<file path="src/rtl/keypad_scan_controller.sv">
// 4x4 matrix keypad scanner: one-hot row drive, per-row column capture, multi-scan
// debounce of a single key, and a one-entry key buffer with a valid/ack handshake.
module keypad_scan_controller #(
    parameter int SCAN_DIV       = 1000,
    parameter int DEBOUNCE_SCANS = 4
) (
    input  logic       clock,
    input  logic       ResetN,
    input  logic [3:0] ColumnInput,
    output logic [3:0] RowDrive,
    output logic [3:0] KeyCode,
    output logic       KeyValid,
    input  logic       KeyAck,
    output logic       KeyPressed,
    output logic       Overrun,
    output logic [1:0] DebugState
);

    localparam int DW = (SCAN_DIV > 1) ? $clog2(SCAN_DIV) : 1;
    localparam logic [DW-1:0] DWELL_LAST = DW'(SCAN_DIV - 1);
    localparam logic [3:0] DEB_TARGET = 4'(DEBOUNCE_SCANS);

    localparam logic [1:0] ST_IDLE     = 2'd0;
    localparam logic [1:0] ST_DEBOUNCE = 2'd1;
    localparam logic [1:0] ST_HELD     = 2'd2;
    localparam logic [1:0] ST_RELEASE  = 2'd3;

    logic [3:0]      ColMeta, ColSync;
    logic [DW-1:0]   DwellCnt;
    logic [1:0]      RowIdx;
    logic [3:0]      Snap0, Snap1, Snap2;
    logic            DwellEnd, ScanEnd;
    logic [15:0]     Grid;
    logic [4:0]      Ones;
    logic [3:0]      Code;
    logic            IsNone, IsSingle;
    logic [1:0]      State, StateNext;
    logic [3:0]      Cand, CandNext;
    logic [3:0]      StableCnt, StableNext, StableInc;
    logic            Accept, Ackd;
    logic [3:0]      AcceptCode;

    always_ff @(posedge clock or negedge ResetN) begin
        if (!ResetN) begin
            ColMeta <= '0;
            ColSync <= '0;
        end else begin
            ColMeta <= ColumnInput;
            ColSync <= ColMeta;
        end
    end

    assign DwellEnd = (DwellCnt == DWELL_LAST);
    assign ScanEnd  = DwellEnd && (RowIdx == 2'd3);

    // RowDrive is kept as its own rotating flop so it stays registered and equals 1 << RowIdx.
    always_ff @(posedge clock or negedge ResetN) begin
        if (!ResetN) begin
            DwellCnt <= '0;
            RowIdx   <= 2'd0;
            RowDrive <= 4'b0001;
            Snap0    <= '0;
            Snap1    <= '0;
            Snap2    <= '0;
        end else if (DwellEnd) begin
            DwellCnt <= '0;
            RowIdx   <= RowIdx + 2'd1;
            RowDrive <= {RowDrive[2:0], RowDrive[3]};
            case (RowIdx)
                2'd0:    Snap0 <= ColSync;
                2'd1:    Snap1 <= ColSync;
                2'd2:    Snap2 <= ColSync;
                default: ;
            endcase
        end else begin
            DwellCnt <= DwellCnt + 1'b1;
        end
    end

    // Row 3 is classified straight from ColSync at its own capture cycle.
    assign Grid = {ColSync, Snap2, Snap1, Snap0};

    always_comb begin
        Ones = 5'd0;
        Code = 4'd0;
        for (int i = 0; i < 16; i++) begin
            if (Grid[i]) begin
                Ones = Ones + 5'd1;
                Code = 4'(i);
            end
        end
    end

    assign IsNone    = (Ones == 5'd0);
    assign IsSingle  = (Ones == 5'd1);
    assign StableInc = StableCnt + 4'd1;

    always_comb begin
        StateNext  = State;
        CandNext   = Cand;
        StableNext = StableCnt;
        Accept     = 1'b0;
        AcceptCode = Cand;
        if (ScanEnd) begin
            case (State)
                ST_IDLE: begin
                    if (IsSingle) begin
                        CandNext   = Code;
                        StableNext = 4'd1;
                        AcceptCode = Code;
                        if (DEB_TARGET == 4'd1) begin
                            StateNext = ST_HELD;
                            Accept    = 1'b1;
                        end else begin
                            StateNext = ST_DEBOUNCE;
                        end
                    end
                end
                ST_DEBOUNCE: begin
                    if (IsSingle && (Code == Cand)) begin
                        StableNext = StableInc;
                        if (StableInc == DEB_TARGET) begin
                            StateNext = ST_HELD;
                            Accept    = 1'b1;
                        end
                    end else begin
                        StateNext = ST_IDLE;
                    end
                end
                ST_HELD: begin
                    if (IsNone) begin
                        StableNext = 4'd1;
                        StateNext  = (DEB_TARGET == 4'd1) ? ST_IDLE : ST_RELEASE;
                    end
                end
                default: begin
                    if (IsNone) begin
                        StableNext = StableInc;
                        if (StableInc == DEB_TARGET) StateNext = ST_IDLE;
                    end else begin
                        StateNext = ST_HELD;
                    end
                end
            endcase
        end
    end

    always_ff @(posedge clock or negedge ResetN) begin
        if (!ResetN) begin
            State      <= ST_IDLE;
            Cand       <= '0;
            StableCnt  <= '0;
            KeyPressed <= 1'b0;
        end else begin
            State      <= StateNext;
            Cand       <= CandNext;
            StableCnt  <= StableNext;
            KeyPressed <= (StateNext == ST_HELD) || (StateNext == ST_RELEASE);
        end
    end

    // Handshake: KeyValid rises the cycle after an accept and stays up until a cycle with
    // KeyAck=1; an ack coinciding with an accept hands over straight to the new code.
    // An accept that finds KeyValid=1 and no ack leaves the buffer alone and sets Overrun.
    assign Ackd = KeyAck && KeyValid;

    always_ff @(posedge clock or negedge ResetN) begin
        if (!ResetN) begin
            KeyCode  <= '0;
            KeyValid <= 1'b0;
            Overrun  <= 1'b0;
        end else begin
            if (Accept && (!KeyValid || KeyAck)) begin
                KeyCode  <= AcceptCode;
                KeyValid <= 1'b1;
            end else if (Ackd) begin
                KeyValid <= 1'b0;
            end
            if (Accept && KeyValid && !KeyAck) Overrun <= 1'b1;
            else if (Ackd)                     Overrun <= 1'b0;
        end
    end

    assign DebugState = State;

endmodule
</file>
<file path="config.mk">
export PLATFORM = sky130hd
export DESIGN_NAME = keypad_scan_controller
export DESIGN_NICKNAME = d
export VERILOG_FILES = /design/src/rtl/keypad_scan_controller.sv
export SDC_FILE = /design/constraint.sdc
export NUM_CORES = 1
export LEC_CHECK = 0
export ABC_AREA = 0
export CAP_MARGIN = 20
export CORE_MARGIN = 2
export CORE_UTILIZATION = 61
export CTS_CLUSTER_SIZE = 10
export DETAILED_ROUTE_END_ITERATION = 7
export PLACE_DENSITY = 0.8
export SLEW_MARGIN = 20
export SYNTH_ARGS = -nofsm -noshare
export SYNTH_HDL_FRONTEND = slang
export SYNTH_SLANG_ARGS = --single-unit
export TNS_END_PERCENT = 5
</file>
<file path="constraint.sdc">
create_clock -name clock -period 11 [get_ports clock]
set_input_delay 2.2 -clock clock [delete_from_list [all_inputs] [get_ports clock]]
set_output_delay 2.2 -clock clock [all_outputs]
set_load 0.02 [all_outputs]
</file>
## After elaboration in Yosys (flattened, before gate mapping)

Index checks and enable logic that the tools add are counted.

| storage, ports and cells | value |
|---|---|
| bits in registers | 53 |
| bits in latches | 0 |
| bits in writable memories | 0 |
| bits in read-only memories | 0 |
| bits of input ports | 7 |
| output and inout port bits | 13 |
| logic and storage cells | 122 |
| memories | 0 |

| operators by class | value |
|---|---|
| add/sub/neg operators | 18 |
| multipliers | 0 |
| divide/modulo/power cells | 0 |
| order comparisons | 0 |
| equality and inequality tests | 14 |
| shift-type cells | 0 |
| muxes and demuxes | 55 |
| bitwise gates (word level) | 0 |
| reduce and logical (&&, ||, !) cells | 20 |

Operators by type and width:

| kind | count |
|---|---|
| $mux 4 | 21 |
| $add 5x1->5 const B | 15 |
| $mux 5 | 15 |
| $mux 2 | 7 |
| $pmux 4 s3 | 1 |
| $add 10x1->10 const B | 1 |
| $eq 10x10->1 const B | 1 |
| $eq 2x2->1 const B | 5 |
| $mux 10 | 1 |
| $mux 1 | 9 |
| $logic_and 1x1->1 | 6 |
| $ne 2x2->1 const B | 3 |
| $pmux 2 s3 | 1 |
| $reduce_and 2->1 | 3 |
| $eq 5x1->1 const B | 1 |
| $logic_not 5->1 | 1 |
| $reduce_and 5->1 | 1 |
| $add 4x1->4 const B | 1 |
| $eq 2x1->1 const B | 2 |
| $eq 4x3->1 const B | 1 |
| $eq 4x4->1 | 1 |
| $logic_not 2->1 | 2 |
| $reduce_bool 2->1 | 2 |
| $reduce_bool 3->1 | 1 |
| other kinds (3) | 5 |

## Logic depth before layout (Yosys ltp)

| depth | value |
|---|---|
| depth after elaboration | 39 |
| mapped depth | 55 |
| mapped depth without buffers | 54 |

## Worst setup path before layout

Ideal clock, no wire load.

| timing | value |
|---|---|
| kind | flip-flop to flip-flop |
| start | register Snap0[1] |
| end | register KeyCode[0] |
| library setup time | 0.125 ns |
| arrival | 9.730 ns |
| required time | 10.875 ns |
| slack | 1.145 ns |
| stages on the path, launching flop included | 53 |
| path buffers | 0 |
| period minus slack after synthesis | 9.855 ns |
| cell sequence | dfrtp_1 -> inv_1 -> ha_1 -> xor2_1 -> ha_1 -> nand2_1 -> o31ai_1 -> ha_1 -> inv_1 -> a21oi_1 -> ha_1 -> nand2_1 -> o41ai_1 -> or2_2 -> ha_1 -> or2b_2 -> o21a_1 -> ha_1 -> [17 not listed] -> nand2_1 -> o21ai_0 -> o31a_1 -> ha_1 -> nand2_1 -> o21ai_0 -> ha_1 -> mux2_2 -> ha_1 -> nor2b_1 -> o211ai_1 -> nor3_1 -> or2b_1 -> nor4_1 -> mux2i_1 -> and4_4 -> nor3_4 -> mux2_2 |

| on the way | value |
|---|---|
| longest elaborated chain between the ends | 35 |
| elaborated cells between the ends (all ways) | 54 |
| those cells by class | 14 x add/sub; 2 x eq/ne; 36 x mux; 2 x reduce/logical |

RTL lines:

| what | RTL line | text |
|---|---|---|
| from (decl) | 31 | `logic [3:0] Snap0, Snap1, Snap2;` |
| from (signal assigned) | 70 | `2'd0: Snap0 <= ColSync;` |
| $mux 5 | 87 | `if (Grid[i]) begin` |
| $add 5x1->5 | 88 | `Ones = Ones + 5'd1;` |
| $mux 5 | 87 |  |
| $add 5x1->5 | 88 |  |
| $mux 5 | 87 |  |
| $add 5x1->5 | 88 |  |
| $mux 5 | 87 |  |
| $add 5x1->5 | 88 |  |
| [19 not listed] | - |  |
| $add 5x1->5 | 88 |  |
| $mux 5 | 87 |  |
| $eq 5x1->1 | 95 | `assign IsSingle = (Ones == 5'd1);` |
| $logic_and 1x1->1 | 120 | `if (IsSingle && (Code == Cand)) begin` |
| $mux 1 | 120 |  |
| $mux 1 | 105 | `case (State)` |
| $mux 1 | 104 | `if (ScanEnd) begin` |
| $logic_and 1x1->1 | 173 | `if (Accept && (!KeyValid \|\| KeyAck)) begin` |
| to (signal assigned) | 174 | `KeyCode <= AcceptCode;` |
| to (decl) | 11 | `output logic [3:0] KeyCode,` |

Several ways; a longest one is shown, not always the timed one.
A chain may end at the register's enable or synchronous reset.

## Worst setup path in the final report

| timing | value |
|---|---|
| start | register Snap0[0] |
| end | register StableCnt[0] |

| on the way | value |
|---|---|
| longest elaborated chain between the ends | 35 |
| elaborated cells between the ends (all ways) | 39 |
| those cells by class | 15 x add/sub; 4 x eq/ne; 16 x mux; 4 x reduce/logical |

RTL lines:

| what | RTL line | text |
|---|---|---|
| $mux 1 * | 87 |  |
| $add 5x1->5 | 88 |  |
| $mux 5 * | 87 |  |
| $add 5x1->5 | 88 |  |
| $mux 5 * | 87 |  |
| $add 5x1->5 | 88 |  |
| $mux 5 * | 87 |  |
| $add 5x1->5 | 88 |  |
| [19 not listed] | - |  |
| $add 5x1->5 | 88 |  |
| $mux 5 * | 87 |  |
| $add 5x1->5 | 88 |  |
| $mux 5 * | 87 |  |
| $eq 5x1->1 | 95 |  |
| $logic_and 1x1->1 | 120 |  |
| $ne 2x2->1 (no source line) | - |  |
| $reduce_and 5->1 (no source line) * | - |  |
| to (signal assigned) | 157 | `StableCnt <= StableNext;` |
| to (decl) | 39 | `logic [3:0] StableCnt, StableNext, StableInc;` |

Every way passes the cells marked *; elsewhere a longest branch is shown, timed or not.

==> results.json <==
{
  "status": "finished clean",
  "clkTransAtPathRegs_ns": 0.11,
  "drt-vias-per-instance": 6.155,
  "die_x_um": 87.14,
  "required_ns": 11.20,
  "antenna_cells": 0,
  "cts_root_buf": "clkbuf_8",
  "busiest_layer": "met2",
  "postSynth.asyncResetShare": 1.000,
  "track_usage": 0.2260,
  "clk_path_buf_depth": 2,
  "row_count": 30,
  "start_kind": "flip-flop",
  "avgSynthCellArea_um2": 9.671,
  "multiInputGateArea_um2": 2826,
  "hold_viol_final": 0,
  "die_height_um": 87.14,
  "min_period_ns": 10.76,
  "tightestPinTransition_ns": 0.6976,
  "slew_viol_final": 0,
  "finalPower_uw": 347.1,
  "synth_warnings": 0,
  "synthFlopType": "dfrtp_1",
  "power_density_nw_per_um2": 73.75,
  "p_sw_frac": 0.2661,
  "crit_type": "reg2reg",
  "overflow": 0,
  "finalWorstSetupSlack_ns": 0.2356,
  "ff_latch_area_um2": 1328,
  "cp-end-kind": "flip-flop",
  "internal_power_uw": 254.7,
  "grt_util_met3": 0.03412,
  "leakagePower_uw": 0.002050,
  "fin_util": 0.6965,
  "path_max_fanout": 5,
  "hold_class": "reg2reg",
  "relSlewSlack": 0.5300,
  "finalSetupTns_ns": 0,
  "combPwrFrac": 0.086,
  "nFillCells": 528,
  "gp_congestion": 0.9249,
  "initial_core_util": 0.6241,
  "grt_use_met1": 0.3156,
  "dieArea_um2": 7593,
  "cap_violations": 0,
  "cp.arrival_ns": 10.97,
  "clock_latency_ns": 0.32,
  "cp_top_family": "adder cells",
  "synth_edf_count": 0,
  "max_clock_freq_mhz": 92.90,
  "core_um2": 6756,
  "layout_commonest_cell": "dfrtp_1",
  "wirelength_um": 8875,
  "cts_buffers": 5,
  "ys_seq_elements": 53,
  "fin_skew_ns": 0.01819,
  "area_delta_synth_final_pct": 11.60,
  "layout_common_cells": "52 x dfrtp_1, 39 x nand2_1, 28 x xnor2_1, 24 x nor2_1, 19 x ha_1",
  "syn-cell-area_um2": 4217,
  "setup_viol": 0,
  "dp_slack_ns": 0.06927,
  "share_seq_of_total_power": 0.575,
  "grt_pass1_vias": 2991,
  "synthCells": 436,
  "clkSinkCount": 53,
  "critPathMaxStageDelay_ns": 0.42,
  "period_share": 0.9786,
  "ir_drop_mv": 0.08811,
  "power.switching_uw": 92.36,
  "syn_nets": 464,
  "drt_iter0_markers": 196,
  "num_vias": 3299,
  "routedWlPerCell_um": 16.56,
  "antenna_found_initial": 0,
  "grt_max_degree": 54,
  "postRouteAntennaNets": 0,
  "dp.cells": 516,
  "portBuffers": 19,
  "pwr-share-clk": 0.339,
  "hpwl_um": 5986,
  "drive_gt1_frac": 0.2149,
  "fin_cells": 536,
  "grt_pass1_wl_um": 13810,
  "final_nets": 483,
  "cp_num_buf_inv": 3,
  "ys_seq_area_frac": 0.3148,
  "drt-pass1-iter-count": 5,
  "h-tree-depth": 2,
  "yosysUniqueCellTypes": 88,
  "drc": 0,
  "io_pins": 20,
  "cpMaxStageDelayCell": "dfrtp_1",
  "path_common_cell": "ha_1",
  "cts_tree": "built",
  "use_met2": 0.3685
}
-- cell families after synthesis --
logic type	count (synthesis)	synth area share
AO/OA/AOI/OAI	82	0.1288
buffers and inverters	38	0.04807
flip-flops	53	0.3148
multiplexers	28	0.07567
AND/OR/NAND/NOR	159	0.2163
XOR/XNOR	55	0.1540
adder cells (fa/ha/maj)	21	0.06231
-- final cells by class --
type | count | area share
Multi-Input combinational cell | 346 | 0.6006
Sequential cell | 53 | 0.2821
Timing Repair Buffer | 31 | 0.06115
Tap cell | 80 | 0.02127
Inverter | 18 | 0.01489
Clock buffer | 5 | 0.01462
Clock inverter | 3 | 0.005318
-- final timing paths --
| kind | start | to | slack (ns) | cells after the start |
|---|---|---|---|---|
| setup / recovery | Snap0[0] | StableCnt[0] | 0.24 | 52 |
| hold / removal | ColMeta[0] | ColSync[0] | 0.36 | 0 |
| setup reg to reg | Snap0[0] | StableCnt[0] | 0.24 | 52 |
| hold reg to reg | ColMeta[0] | ColSync[0] | 0.36 | 0 |
| max in group asynchronous | ResetN | Snap2[0] | 8.56 | 2 |
| min in group asynchronous | ResetN | Cand[1] | 1.97 | 2 |
-- synth_stat cells (11+ instances only) --
cell,instances,area (µm²)
dfrtp_1,52,1301
nand2_1,41,153.9
xnor2_1,28,245.2
nor2_1,25,93.84
ha_1,21,262.8
mux2_2,19,214.0
o21ai_0,19,95.09
inv_1,17,63.81
a21oi_1,16,80.08
xor2_1,15,131.4
nand3_1,14,70.07
clkbuf_1,11,41.29
-- repair_timing --
item | 4_1_cts | 5_1_grt
hold buffers | 0 | 0
buffers inserted | 0 | 11
setup endpoints to repair | 0 | 17
gates resized for setup | 0 | 28
-- through the flow --
stage	instance area (µm²)	hold slack (ns)
after floorplan	4217	0.3312
after global placement	4377	0.3321
after detailed placement	4377	0.3362
after CTS	4471	0.3582
after global routing	4706	0.3659
final	4706	0.3552
-- power groups by stage --
stage / Sequential [µW] / Combinational (µW) / Clock (µW)
floorplan: 201 / 17.3 / 0
global placement: 203 / 23.7 / 0
detailed placement: 203 / 24.3 / 0
CTS: 199 / 24.6 / 118
global route: 200 / 33.1 / 125
finish: 200 / 29.7 / 118
-- flip-flops by register name (all words and copies together) (netlist names) --
| signal | flops |
|---|---|
| KeyCode | 4 |
| KeyPressed | 1 |
| KeyValid | 1 |
| ColSync | 4 |
| RowIdx | 2 |
| ColMeta | 4 |
| DebugState | 2 |
| Snap1 | 4 |
| DwellCnt | 10 |
| RowDrive | 4 |
| StableCnt | 4 |
| Overrun | 1 |
| Snap0 | 4 |
| Cand | 4 |
| Snap2 | 4 |
-- routing by layer --
layer	routed length, µm	vias to the layer above	part of all wire
met5	0	-	0
met4	135	0	0.015
met3	336	16	0.038
met2	4347	75	0.49
met1	4056	1607	0.46
li1	-	1601	-
No activity file was read; power rests on OpenSTA's default activity.
